<file path="src/rtl/vga_timing_gen.sv">
`default_nettype none
// ============================================================================
// Module   : vga_timing_gen
// Brief    : Parameterised VGA sync/blank generator whose pixel coordinates
//            lead the HS/VS/blank_n outputs by LOOKAHEAD pixel-clock stages.
// Revision : 1.0 - initial release
// ============================================================================
module vga_timing_gen #(
    parameter int   H_SYNC    = 88,
    parameter int   H_BACK    = 47,
    parameter int   H_VISIBLE = 800,
    parameter int   H_FRONT   = 40,
    parameter int   V_SYNC    = 3,
    parameter int   V_BACK    = 31,
    parameter int   V_VISIBLE = 480,
    parameter int   V_FRONT   = 13,
    parameter logic HS_POL    = 1'b1,
    parameter logic VS_POL    = 1'b1,
    parameter int   LOOKAHEAD = 2,
    parameter int   CW        = 11
) (
    input  logic          vga_clk,
    input  logic          reset,
    input  logic          pix_ce,
    output logic [CW-1:0] pixel_x,
    output logic [CW-1:0] pixel_y,
    output logic          coord_valid,
    output logic          HS,
    output logic          VS,
    output logic          blank_n,
    output logic          line_start,
    output logic          frame_start
);

    localparam int c_H_TOTAL = H_SYNC + H_BACK + H_VISIBLE + H_FRONT;
    localparam int c_V_TOTAL = V_SYNC + V_BACK + V_VISIBLE + V_FRONT;

    localparam logic [CW-1:0] c_H_MAX    = CW'(c_H_TOTAL - 1);
    localparam logic [CW-1:0] c_V_MAX    = CW'(c_V_TOTAL - 1);
    localparam logic [CW-1:0] c_H_SYNC   = CW'(H_SYNC);
    localparam logic [CW-1:0] c_V_SYNC   = CW'(V_SYNC);
    localparam logic [CW-1:0] c_H_VIS_LO = CW'(H_SYNC + H_BACK);
    localparam logic [CW-1:0] c_H_VIS_HI = CW'(H_SYNC + H_BACK + H_VISIBLE);
    localparam logic [CW-1:0] c_V_VIS_LO = CW'(V_SYNC + V_BACK);
    localparam logic [CW-1:0] c_V_VIS_HI = CW'(V_SYNC + V_BACK + V_VISIBLE);
    localparam logic [CW-1:0] c_ONE      = CW'(1);

    logic [CW-1:0] r_h_cnt;
    logic [CW-1:0] r_v_cnt;
    logic [CW-1:0] r_pixel_x;
    logic [CW-1:0] r_pixel_y;
    logic          r_coord_valid;
    logic          r_line_start;
    logic          r_frame_start;
    // Per stage: {blank_n, vs_active, hs_active}; index 0 is the coordinate stage.
    logic [2:0]    r_pipe [0:LOOKAHEAD];

    logic w_h_wrap;
    logic w_v_wrap;
    logic w_h_vis;
    logic w_v_vis;
    logic w_vis;
    logic w_hs_act;
    logic w_vs_act;
    logic w_h_zero;
    logic w_v_zero;

    assign w_h_wrap = (r_h_cnt == c_H_MAX);
    assign w_v_wrap = (r_v_cnt == c_V_MAX);
    assign w_h_vis  = (r_h_cnt >= c_H_VIS_LO) && (r_h_cnt < c_H_VIS_HI);
    assign w_v_vis  = (r_v_cnt >= c_V_VIS_LO) && (r_v_cnt < c_V_VIS_HI);
    assign w_vis    = w_h_vis && w_v_vis;
    assign w_hs_act = (r_h_cnt < c_H_SYNC);
    assign w_vs_act = (r_v_cnt < c_V_SYNC);
    assign w_h_zero = (r_h_cnt == '0);
    assign w_v_zero = (r_v_cnt == '0);

    always_ff @(posedge vga_clk) begin
        if (reset) begin
            r_h_cnt <= '0;
            r_v_cnt <= '0;
        end else if (pix_ce) begin
            if (w_h_wrap) begin
                r_h_cnt <= '0;
                r_v_cnt <= w_v_wrap ? '0 : r_v_cnt + c_ONE;
            end else begin
                r_h_cnt <= r_h_cnt + c_ONE;
            end
        end
    end

    // Coordinates and the sync/blank delay line all advance on the same ce edge.
    always_ff @(posedge vga_clk) begin
        if (reset) begin
            r_coord_valid <= 1'b0;
            r_pixel_x     <= '0;
            r_pixel_y     <= '0;
            for (int i = 0; i <= LOOKAHEAD; i++) begin
                r_pipe[i] <= 3'b000;
            end
        end else if (pix_ce) begin
            r_coord_valid <= w_vis;
            r_pixel_x     <= w_vis   ? (r_h_cnt - c_H_VIS_LO) : '0;
            r_pixel_y     <= w_v_vis ? (r_v_cnt - c_V_VIS_LO) : '0;
            r_pipe[0]     <= {w_vis, w_vs_act, w_hs_act};
            for (int i = 1; i <= LOOKAHEAD; i++) begin
                r_pipe[i] <= r_pipe[i-1];
            end
        end
    end

    // Strobes are not held across ce-low clocks, so they stay one clock wide.
    always_ff @(posedge vga_clk) begin
        if (reset) begin
            r_line_start  <= 1'b0;
            r_frame_start <= 1'b0;
        end else begin
            r_line_start  <= pix_ce && w_h_zero;
            r_frame_start <= pix_ce && w_h_zero && w_v_zero;
        end
    end

    assign pixel_x     = r_pixel_x;
    assign pixel_y     = r_pixel_y;
    assign coord_valid = r_coord_valid;
    assign HS          = r_pipe[LOOKAHEAD][0] ? HS_POL : ~HS_POL;
    assign VS          = r_pipe[LOOKAHEAD][1] ? VS_POL : ~VS_POL;
    assign blank_n     = r_pipe[LOOKAHEAD][2];
    assign line_start  = r_line_start;
    assign frame_start = r_frame_start;

endmodule
`default_nettype wire

</file>
<file path="config.mk">
export PLATFORM = sky130hd
export DESIGN_NAME = vga_timing_gen
export DESIGN_NICKNAME = d
export VERILOG_FILES = /design/src/rtl/vga_timing_gen.sv
export SDC_FILE = /design/constraint.sdc
export NUM_CORES = 1
export LEC_CHECK = 0
export CORE_UTILIZATION = 45
export CTS_CLUSTER_DIAMETER = 150
export CTS_CLUSTER_SIZE = 28
export DETAILED_ROUTE_END_ITERATION = 8
export PLACE_DENSITY = 0.65
export SYNTH_ARGS = -nofsm -noshare
export SYNTH_HDL_FRONTEND = slang
export SYNTH_SLANG_ARGS = --single-unit
</file>
<file path="constraint.sdc">
create_clock -name vga_clk -period 4.2 [get_ports vga_clk]
set_clock_uncertainty 0.2 [all_clocks]
set_input_delay 0.84 -clock vga_clk [delete_from_list [all_inputs] [get_ports vga_clk]]
set_output_delay 0.84 -clock vga_clk [all_outputs]
set_load 0.02 [all_outputs]
</file>
# Word-level counts from Yosys, hierarchy flattened
# Memory sizes are Yosys's and may differ from the RTL's.
# Cells that the tools add are included.
[op_classes]
addsub = 4
multipliers = 0
n_div = 0
n_lt_le_gt_ge = 6
n_eq_ne = 2
n_shift = 0
mux = 14
bitwise = 3
reduce_logical = 8
[op_table]
columns = ["operator", "n"]
rows = [
  ["$mux W11", 4],
  ["$add A11 B1 Y11 const B", 2],
  ["$eq A11 B10 Y1 const B", 2],
  ["$logic_not A11 Y1", 2],
  ["$lt A11 B10 Y1 const B", 2],
  ["$ge A11 B6 Y1 const B", 1],
  ["$ge A11 B8 Y1 const B", 1],
  ["$lt A11 B2 Y1 const B", 1],
  ["$lt A11 B7 Y1 const B", 1],
  ["$sub A11 B6 Y11 const B", 1],
  ["$sub A11 B8 Y11 const B", 1],
  ["$mux W3", 3],
  ["$mux W1", 7],
  ["$logic_and A1 B1 Y1", 5],
  ["$or A1 B1 Y1", 3],
  ["$reduce_and A2 Y1", 1],
]
[totals]
register_bits = 47
latchBits = 0
ram_bits = 9
mem_bits_ro = 0
output_inout_bits = 28
word_cells = 45
memories = 1
[mem_list]
columns = ["memory", "words", "word_bits", "read_ports", "rd_clocked_by_memory_dff", "wr", "line", "rtl"]
rows = [
  ["r_pipe", 3, 3, 3, 0, 3, "56", "logic [2:0] r_pipe [0:LOOKAHEAD];"],
]

# Logic depth before layout (Yosys ltp)
# Gate-level depths: netlist of the first run.
[logic_depth]
word_depth = 4
depth_mapped = 9
mapped_depth_nobuf = 7

# Least setup slack after synthesis of the first run
# No wires, ideal clock.
[synth_path]
path_type = "reg-to-reg"
from = "register r_v_cnt[2]"
to = "register r_pixel_x[0], in the netlist pixel_x[0]"
setup_time_ns = 0.058
arrival_ns = 2.296
t_required_ns = 3.942
setup_slack_ns = 1.646
path_stages_with_launch = 10
path_cell_list = "dfxtp_1 -> clkbuf_1 -> inv_1 -> ha_1 -> nor3b_1 -> a2111oi_0 -> o311ai_2 -> a311oi_2 -> buf_6 -> a22o_2"
[synth_via]
elab_chain_cells = 4
[synth_rtl]
columns = ["item", "line", "rtl"]
rows = [
  ["from (decl)", "49", "logic [CW-1:0] r_v_cnt;"],
  ["from (signal assigned)", "85", "r_v_cnt <= w_v_wrap ? '0 : r_v_cnt + c_ONE;"],
  ["$ge A11 B6 Y1 or $lt A11 B10 Y1 (tied branches)", "71", "assign w_v_vis = (r_v_cnt >= c_V_VIS_LO) && (r_v_cnt < c_V_VIS_HI);"],
  ["$logic_and A1 B1 Y1 (*)", "71", ""],
  ["$logic_and A1 B1 Y1 (*)", "72", "assign w_vis = w_h_vis && w_v_vis;"],
  ["$mux W11 (*)", "103", "r_pixel_x <= w_vis ? (r_h_cnt - c_H_VIS_LO) : '0;"],
  ["to (signal assigned)", "103", ""],
  ["to (decl)", "50", "logic [CW-1:0] r_pixel_x;"],
]
# Mark *: on every way between the ends. The rest lies on a longest branch, timed or not.
# A chain may end at the register's enable or synchronous reset.

# Worst setup path in the final report of the first run
[layout_path]
from = "register r_v_cnt[2]"
to = "register r_pixel_x[6], in the netlist pixel_x[6]"
# Same word-level chain as after synthesis.

==> flow_metrics.env, run 1 <==
export IMPL_yosysWarnings=0
export IMPL_die_area_sq_um=6400
export IMPL_cp_max_fo=12
export IMPL_crit_family="compound AO/OA/AOI/OAI gates"
export IMPL_initial_core_util_pct=46.5
export IMPL_grt_pass1_vias=1884
export IMPL_max_vdd_ir_drop_v=0.000160
export IMPL_die_height_um=80.0
export IMPL_syn_area_sq_um=2740
export IMPL_portBuffers=30
export IMPL_rsz0062_at_grt="false"
export IMPL_synth_most_common_cell="dfxtp_1"
export IMPL_cts_hold_buf=0
export IMPL_routabilityCongestion=0.842
export IMPL_synth_cell_type_count=45
export IMPL_wl_met1_um=2870
export IMPL_drive_above_1_share_pct=8.81
export IMPL_crit_chain="inv_1 > ha_1 > nor3b_1 > a2111oi_0 > o311ai_2 > a311oi_2 > buf_4 > a22o_1"
export IMPL_synth_top_cell_by_area="dfxtp_1"
export IMPL_hold_viol=0
export IMPL_p_sw_mw=0.198
export IMPL_die_width_um=80.0
export IMPL_clk_pin_slew_ns=0.09
export IMPL_drc=1
export IMPL_wl_per_cell_um=13.6
export IMPL_min_period_over_period_pct=73.7
export IMPL_wl_met3_um=149
export IMPL_cts_path_max_buffers=2
export IMPL_period_minus_slack_ns=3.10
export IMPL_ys_top_cells_by_count="dfxtp_1 (47), nand2_1 (26), nor2_1 (26)"
export IMPL_worst_setup_path_end_kind="flop"
export IMPL_swShare_pct=19.8
export IMPL_pwr_share_seq_pct=55.7
export IMPL_comb_power_share_pct=4.0
export IMPL_grt_start_max_net_pins=27
export IMPL_max_freq_mhz=323
export IMPL_cts_root_buf="clkbuf_8"
export IMPL_ys_seq_area_share_pct=44.2
export IMPL_ant_nets=0
export IMPL_cts_htree_levels=2
export IMPL_drtIter0Drc=157
export IMPL_wirelength_um=5360
export IMPL_ys_ff_latch=56
export IMPL_dr_max_layer_used="met4"
export IMPL_grt_pass1_wl_um=9160
export IMPL_power_density_nw_per_um2=315
export IMPL_n_antenna_cell=0
export IMPL_maxCapViolations=0
export IMPL_antenna_found_initial=0
export IMPL_cp_slowest_stage_delay_ns=0.55
export IMPL_synth_top_area_share_pct=34.4
export IMPL_clkPwrFrac_pct=40.3
export IMPL_fin_nets=330
export IMPL_setup_tns_ns=0
export IMPL_grt_usage_pct=18.3
export IMPL_cts_tree="built"
export IMPL_status="finished with violations"
export IMPL_leakage_nw=1.15
export IMPL_routed_wl_met2_um=2270
export IMPL_crit_slowest_cell="dfxtp_1"
export IMPL_clock_latency_ns=0.31
export IMPL_synth_nets=313
export IMPL_setup_viol=0
export IMPL_hpwl_um=3800
export IMPL_async_reset_ff_share_pct=0
export IMPL_tightest_slew_ns=0.746
export IMPL_vias=2101
export IMPL_critPathRequiredTime_ns=4.25
export IMPL_overflow=0
export IMPL_synthCells=301
export IMPL_rows=28
export IMPL_internal_power_mw=0.804
export IMPL_ys_flop_type="dfxtp_1"
export IMPL_dr_pass1_iters=6
export IMPL_fillCellCount=552
export IMPL_cts_made_buffers=5
export IMPL_worstSetupPathType="flop to flop"
export IMPL_coreArea_sq_um=5890
export IMPL_cts_sinks=56
export IMPL_synth_edf_count=9
export IMPL_areaGrowthSynthToFinish_pct=16.1
export IMPL_arrival_ns=3.15
export IMPL_relSlewSlack_pct=50.2
export IMPL_final_core_util_pct=54.0
export IMPL_worst_path_buf_inv=2
export IMPL_synth_area_per_cell_sq_um=9.10
export IMPL_slew_violations=0
export IMPL_post_cts_buffers=0
export IMPL_synth_area_top_cells="dfxtp_1 (34%), edfxtp_1 (9.9%), xnor2_1 (4.8%)"
export IMPL_io_pins=31
export IMPL_start_kind="flop"
export IMPL_routed_via_density=5.35
export IMPL_cts_resized=0
export IMPL_violations="DRC"
export IMPL_hp_class="flop to flop"
layout by cell type (no fill, tap or decap), types with 2 or more instances in the layout:
cell,instances
a211oi_1,3
a21o_1,2
a21oi_1,10
a22o_1,3
a22o_2,8
a31oi_1,2
and2_1,9
and3_1,2
and4_1,4
buf_4,3
bufinv_16,2
clkbuf_8,5
clkdlybuf4s50_1,30
dfxtp_1,47
edfxtp_1,9
ha_1,9
inv_1,11
nand2_1,26
nand2b_1,6
nand3_1,5
nand4_1,9
nor2_1,26
nor3_1,10
nor3b_1,2
nor4_1,3
o21ai_0,24
o31ai_1,2
or2_2,2
or4_1,4
or4_4,2
xnor2_1,15
xor2_1,9
tightest hold or removal path: cells and delay by family (launching register included):
family          cells  cell delay, ns
compound gates      1            0.05
flops               1            0.34
simple gates        1            0.05
final timing paths:
check                             endpoint  slack (ns)        from  cells past startpoint
worst max-delay path            pixel_x[6]        1.10  r_v_cnt[2]                      8
worst min-delay path            pixel_y[6]        0.26  pixel_y[6]                      2
worst max register to register  pixel_x[6]        1.10  r_v_cnt[2]                      8
worst min register to register  pixel_y[6]        0.26  pixel_y[6]                      2
cells by family after synthesis:
family	after synthesis	share of synthesized area [%]
AOI/OAI and AO/OA	62	15.4
xor gates and xnor gates	24	7.68
adders and majority gates	9	4.11
buffers and inverters	34	5.30
DFF	56	44.2
and+or+nand+nor	116	23.3
per-layer routing:
layer / vias to the layer above / track usage, %
met5: - / 0
met4: 0 / 5.36
met3: 6 / 3.31
met2: 39 / 26.5
met1: 965 / 27.4
li1: 1091 / -
area by class of cell:
class | instances | area (sq um) | share of cell area, %
multi-input cells | 211 | 1380 | 43.4
inverters | 11 | 41.3 | 1.30
repair buffers | 33 | 323 | 10.2
clock inverters | 2 | 60.1 | 1.89
clock buffers | 5 | 68.8 | 2.16
flip-flops and latches | 56 | 1210 | 38.1
well taps | 75 | 93.8 | 2.95
registers in the layout, summed over array words and instances (netlist names):
name	cells
coord_valid	1
r_v_cnt	11
line_start	1
r_pipe	9
pixel_y	11
pixel_x	11
frame_start	1
r_h_cnt	11
power groups by stage:
| stage | Combinational (mW) | Clock, mW | Sequential, mW |
|---|---|---|---|
| after floorplan | 0.0195 | 0 | 0.573 |
| after global placement | 0.0398 | 0 | 0.570 |
| after detailed placement | 0.0399 | 0 | 0.570 |
| after CTS | 0.0403 | 0.415 | 0.558 |
| after global routing | 0.0445 | 0.433 | 0.559 |
| final | 0.0402 | 0.404 | 0.558 |
through the flow:
stage | hold WS [ns] | power (mW) | area (sq um) | worst slack, ns | cells
after CTS | 0.270 | 1.01 | 3180 | 1.07 | 393
after global placement | 0.241 | 0.610 | 3050 | 0.918 | 386
after floorplan | 0.297 | 0.593 | 2740 | 1.65 | 301
after detailed placement | 0.246 | 0.610 | 3050 | 0.807 | 386
after global routing | 0.290 | 1.04 | 3180 | 0.896 | 393
final | 0.263 | 1.00 | 3180 | 1.10 | 393
Power figures use the tool's default switching activity.
==> run 2, diff against run 1 <==
Clock period 4.2 ns to 3.2 ns, I/O delays scaled along.
==> run 2 against run 1 <==
  * The flow still finishes with violations (DRC)
  * Final cell count up 2.0%
  * Power grew 18%
  * Sequential power grew 31%
  * First-iteration DRC count is 1.9% lower
  * Combinational power is 35% higher
  * Flip-flop and latch count stayed put
  * Clock-buffer cell count grew 1
  * Wire length rose by 4.0%
  * Critical path type unchanged
==> flow_metrics.env, run 2 (synthesized netlist as in run 1, its figures left out) <==
export IMPL_clk_pin_slew_ns=0.10
export IMPL_cts_hold_buf=0
export IMPL_grt_pass1_vias=1945
export IMPL_cts_sinks=56
export IMPL_tightest_slew_ns=0.682
export IMPL_leakage_nw=1.17
export IMPL_die_height_um=80.0
export IMPL_cts_path_max_buffers=2
export IMPL_arrival_ns=2.54
export IMPL_total_power_mw=1.18
export IMPL_drc=1
export IMPL_layout_common_cells="dfxtp_1 (47), clkdlybuf4s50_1 (30), nor2_1 (26), nand2_1 (26), o21ai_0 (24)"
export IMPL_clkPwrFrac_pct=33.3
export IMPL_hold_ws_ns=0.260
export IMPL_cts_made_buffers=5
export IMPL_power_density_nw_per_um2=369
export IMPL_portBuffers=30
export IMPL_worstReg2RegEnd="pixel_x[4]"
export IMPL_routed_via_density=5.37
export IMPL_critPathCapture="pixel_x[4]"
export IMPL_slew_violations=0
export IMPL_cts_tree="built"
export IMPL_reg2reg_slack_ns=0.72
export IMPL_routabilityCongestion=0.822
export IMPL_comb_power_share_pct=4.6
export IMPL_grt_pass1_wl_um=9430
export IMPL_initial_core_util_pct=46.5
export IMPL_max_vdd_ir_drop_v=0.000228
export IMPL_min_period_over_period_pct=77.5
export IMPL_final_common_cell="dfxtp_1"
export IMPL_io_pins=31
export IMPL_drtIter0Drc=154
export IMPL_status="finished with violations"
export IMPL_critPathRequiredTime_ns=3.26
export IMPL_maxCapViolations=0
export IMPL_relSlewSlack_pct=54.2
export IMPL_post_cts_buffers=0
export IMPL_die_area_sq_um=6400
export IMPL_cts_resized=0
export IMPL_p_sw_mw=0.275
export IMPL_place_area_sq_um=3100
export IMPL_r2r_start="r_v_cnt[2]"
export IMPL_design_area_sq_um=3190
export IMPL_r2r_cells=8
export IMPL_dp_cells=393
export IMPL_drive_above_1_share_pct=10.7
export IMPL_setup_viol=0
export IMPL_multi_input_area_sq_um=1380
export IMPL_internal_power_mw=0.904
export IMPL_worstSetupPathType="flop to flop"
export IMPL_grt_start_max_net_pins=18
export IMPL_cp_max_fo=13
export IMPL_coreArea_sq_um=5890
export IMPL_dr_pass1_iters=6
export IMPL_fin_nets=337
export IMPL_hp_class="flop to flop"
export IMPL_cts_htree_levels=2
export IMPL_cts_root_buf="clkbuf_8"
export IMPL_n_antenna_cell=0
export IMPL_swShare_pct=23.3
export IMPL_instances_no_fill=401
export IMPL_setup_tns_ns=0
export IMPL_hpwl_um=4050
export IMPL_areaGrowthSynthToFinish_pct=16.6
export IMPL_worst_setup_path_end_kind="flop"
export IMPL_antenna_found_initial=0
export IMPL_start_kind="flop"
export IMPL_fillCellCount=555
export IMPL_die_width_um=80.0
export IMPL_startpoint="r_v_cnt[2]"
export IMPL_violations="DRC"
export IMPL_period_minus_slack_ns=2.48
export IMPL_rsz0062_at_grt="false"
export IMPL_pwr_share_seq_pct=62.1
export IMPL_grt_usage_pct=19.0
export IMPL_vias=2152
export IMPL_overflow=0
export IMPL_wirelength_um=5580
export IMPL_ant_nets=0
export IMPL_wl_per_cell_um=13.9
export IMPL_rows=28
export IMPL_max_freq_mhz=403
export IMPL_hold_viol=0
export IMPL_clock_latency_ns=0.31
export IMPL_seq_area_sq_um=1210
## run 2: cell types whose count changed in the layout (fill, tap and decap cells not counted)
cell        change
buf_4           +7
bufinv_16       -2
clkbuf_1        +1
clkinv_4        +1
clkinvlp_4      +1
## run 2: area by class of cell
| type | count | area share, % |
|---|---|---|
| Multi-Input combinational cell | 211 | 43.3 |
| Clock buffer | 6 | 2.27 |
| Tap cell | 75 | 2.94 |
| Timing Repair Buffer | 40 | 11.8 |
| Inverter | 11 | 1.29 |
| Clock inverter | 2 | 0.510 |
| Sequential cell | 56 | 37.9 |
## run 2: power by group through the flow
stage	combinational (mW)	sequential, mW	clock, mW
2_1_floorplan	0.0256	0.752	0
3_3_place_gp	0.0530	0.748	0
6_report	0.0542	0.732	0.392
3_5_place_dp	0.0538	0.748	0
5_1_grt	0.0591	0.734	0.433
4_1_cts	0.0542	0.732	0.402
## run 2: routing by layer
layer,wire [um],GRT usage (%),share of wire [%]
met4,78,7.14,1.4
met2,2330,27.5,42
met1,2940,28.3,53
met3,225,2.40,4.0
met5,0,0,0
## run 2: worst min-delay path by stage
| stage | slack [ns] | cells after the start | from | to |
|---|---|---|---|---|
| floorplan | 0.30 | 1 | r_pipe[0][0] | r_pipe[0][3] |
| global placement | 0.24 | 2 | pixel_y[2] | pixel_y[2] |
| global route | 0.28 | 2 | pixel_y[4] | pixel_y[4] |
| detailed placement | 0.24 | 2 | pixel_y[6] | pixel_y[6] |
| finish | 0.26 | 2 | pixel_y[2] | pixel_y[2] |
| CTS | 0.27 | 2 | pixel_y[6] | pixel_y[6] |
## run 2: worst max-delay path: stages (launching register included)
cell and delay (ns):
dfxtp_1 0.34, inv_1 0.08, ha_1 0.22, nor3b_1 0.18, a2111oi_0 0.59, o311ai_2 0.23, a311oi_2 0.22, buf_4 0.23
a22o_2 0.15
## run 2: stage by stage
stage | worst slack, ns | util [%]
after floorplan | 0.646 | -
after global placement | 0.571 | 52.7
after detailed placement | 0.469 | 52.7
after CTS | 0.681 | 54.2
after global routing | 0.482 | 54.2
final | 0.720 | 54.2
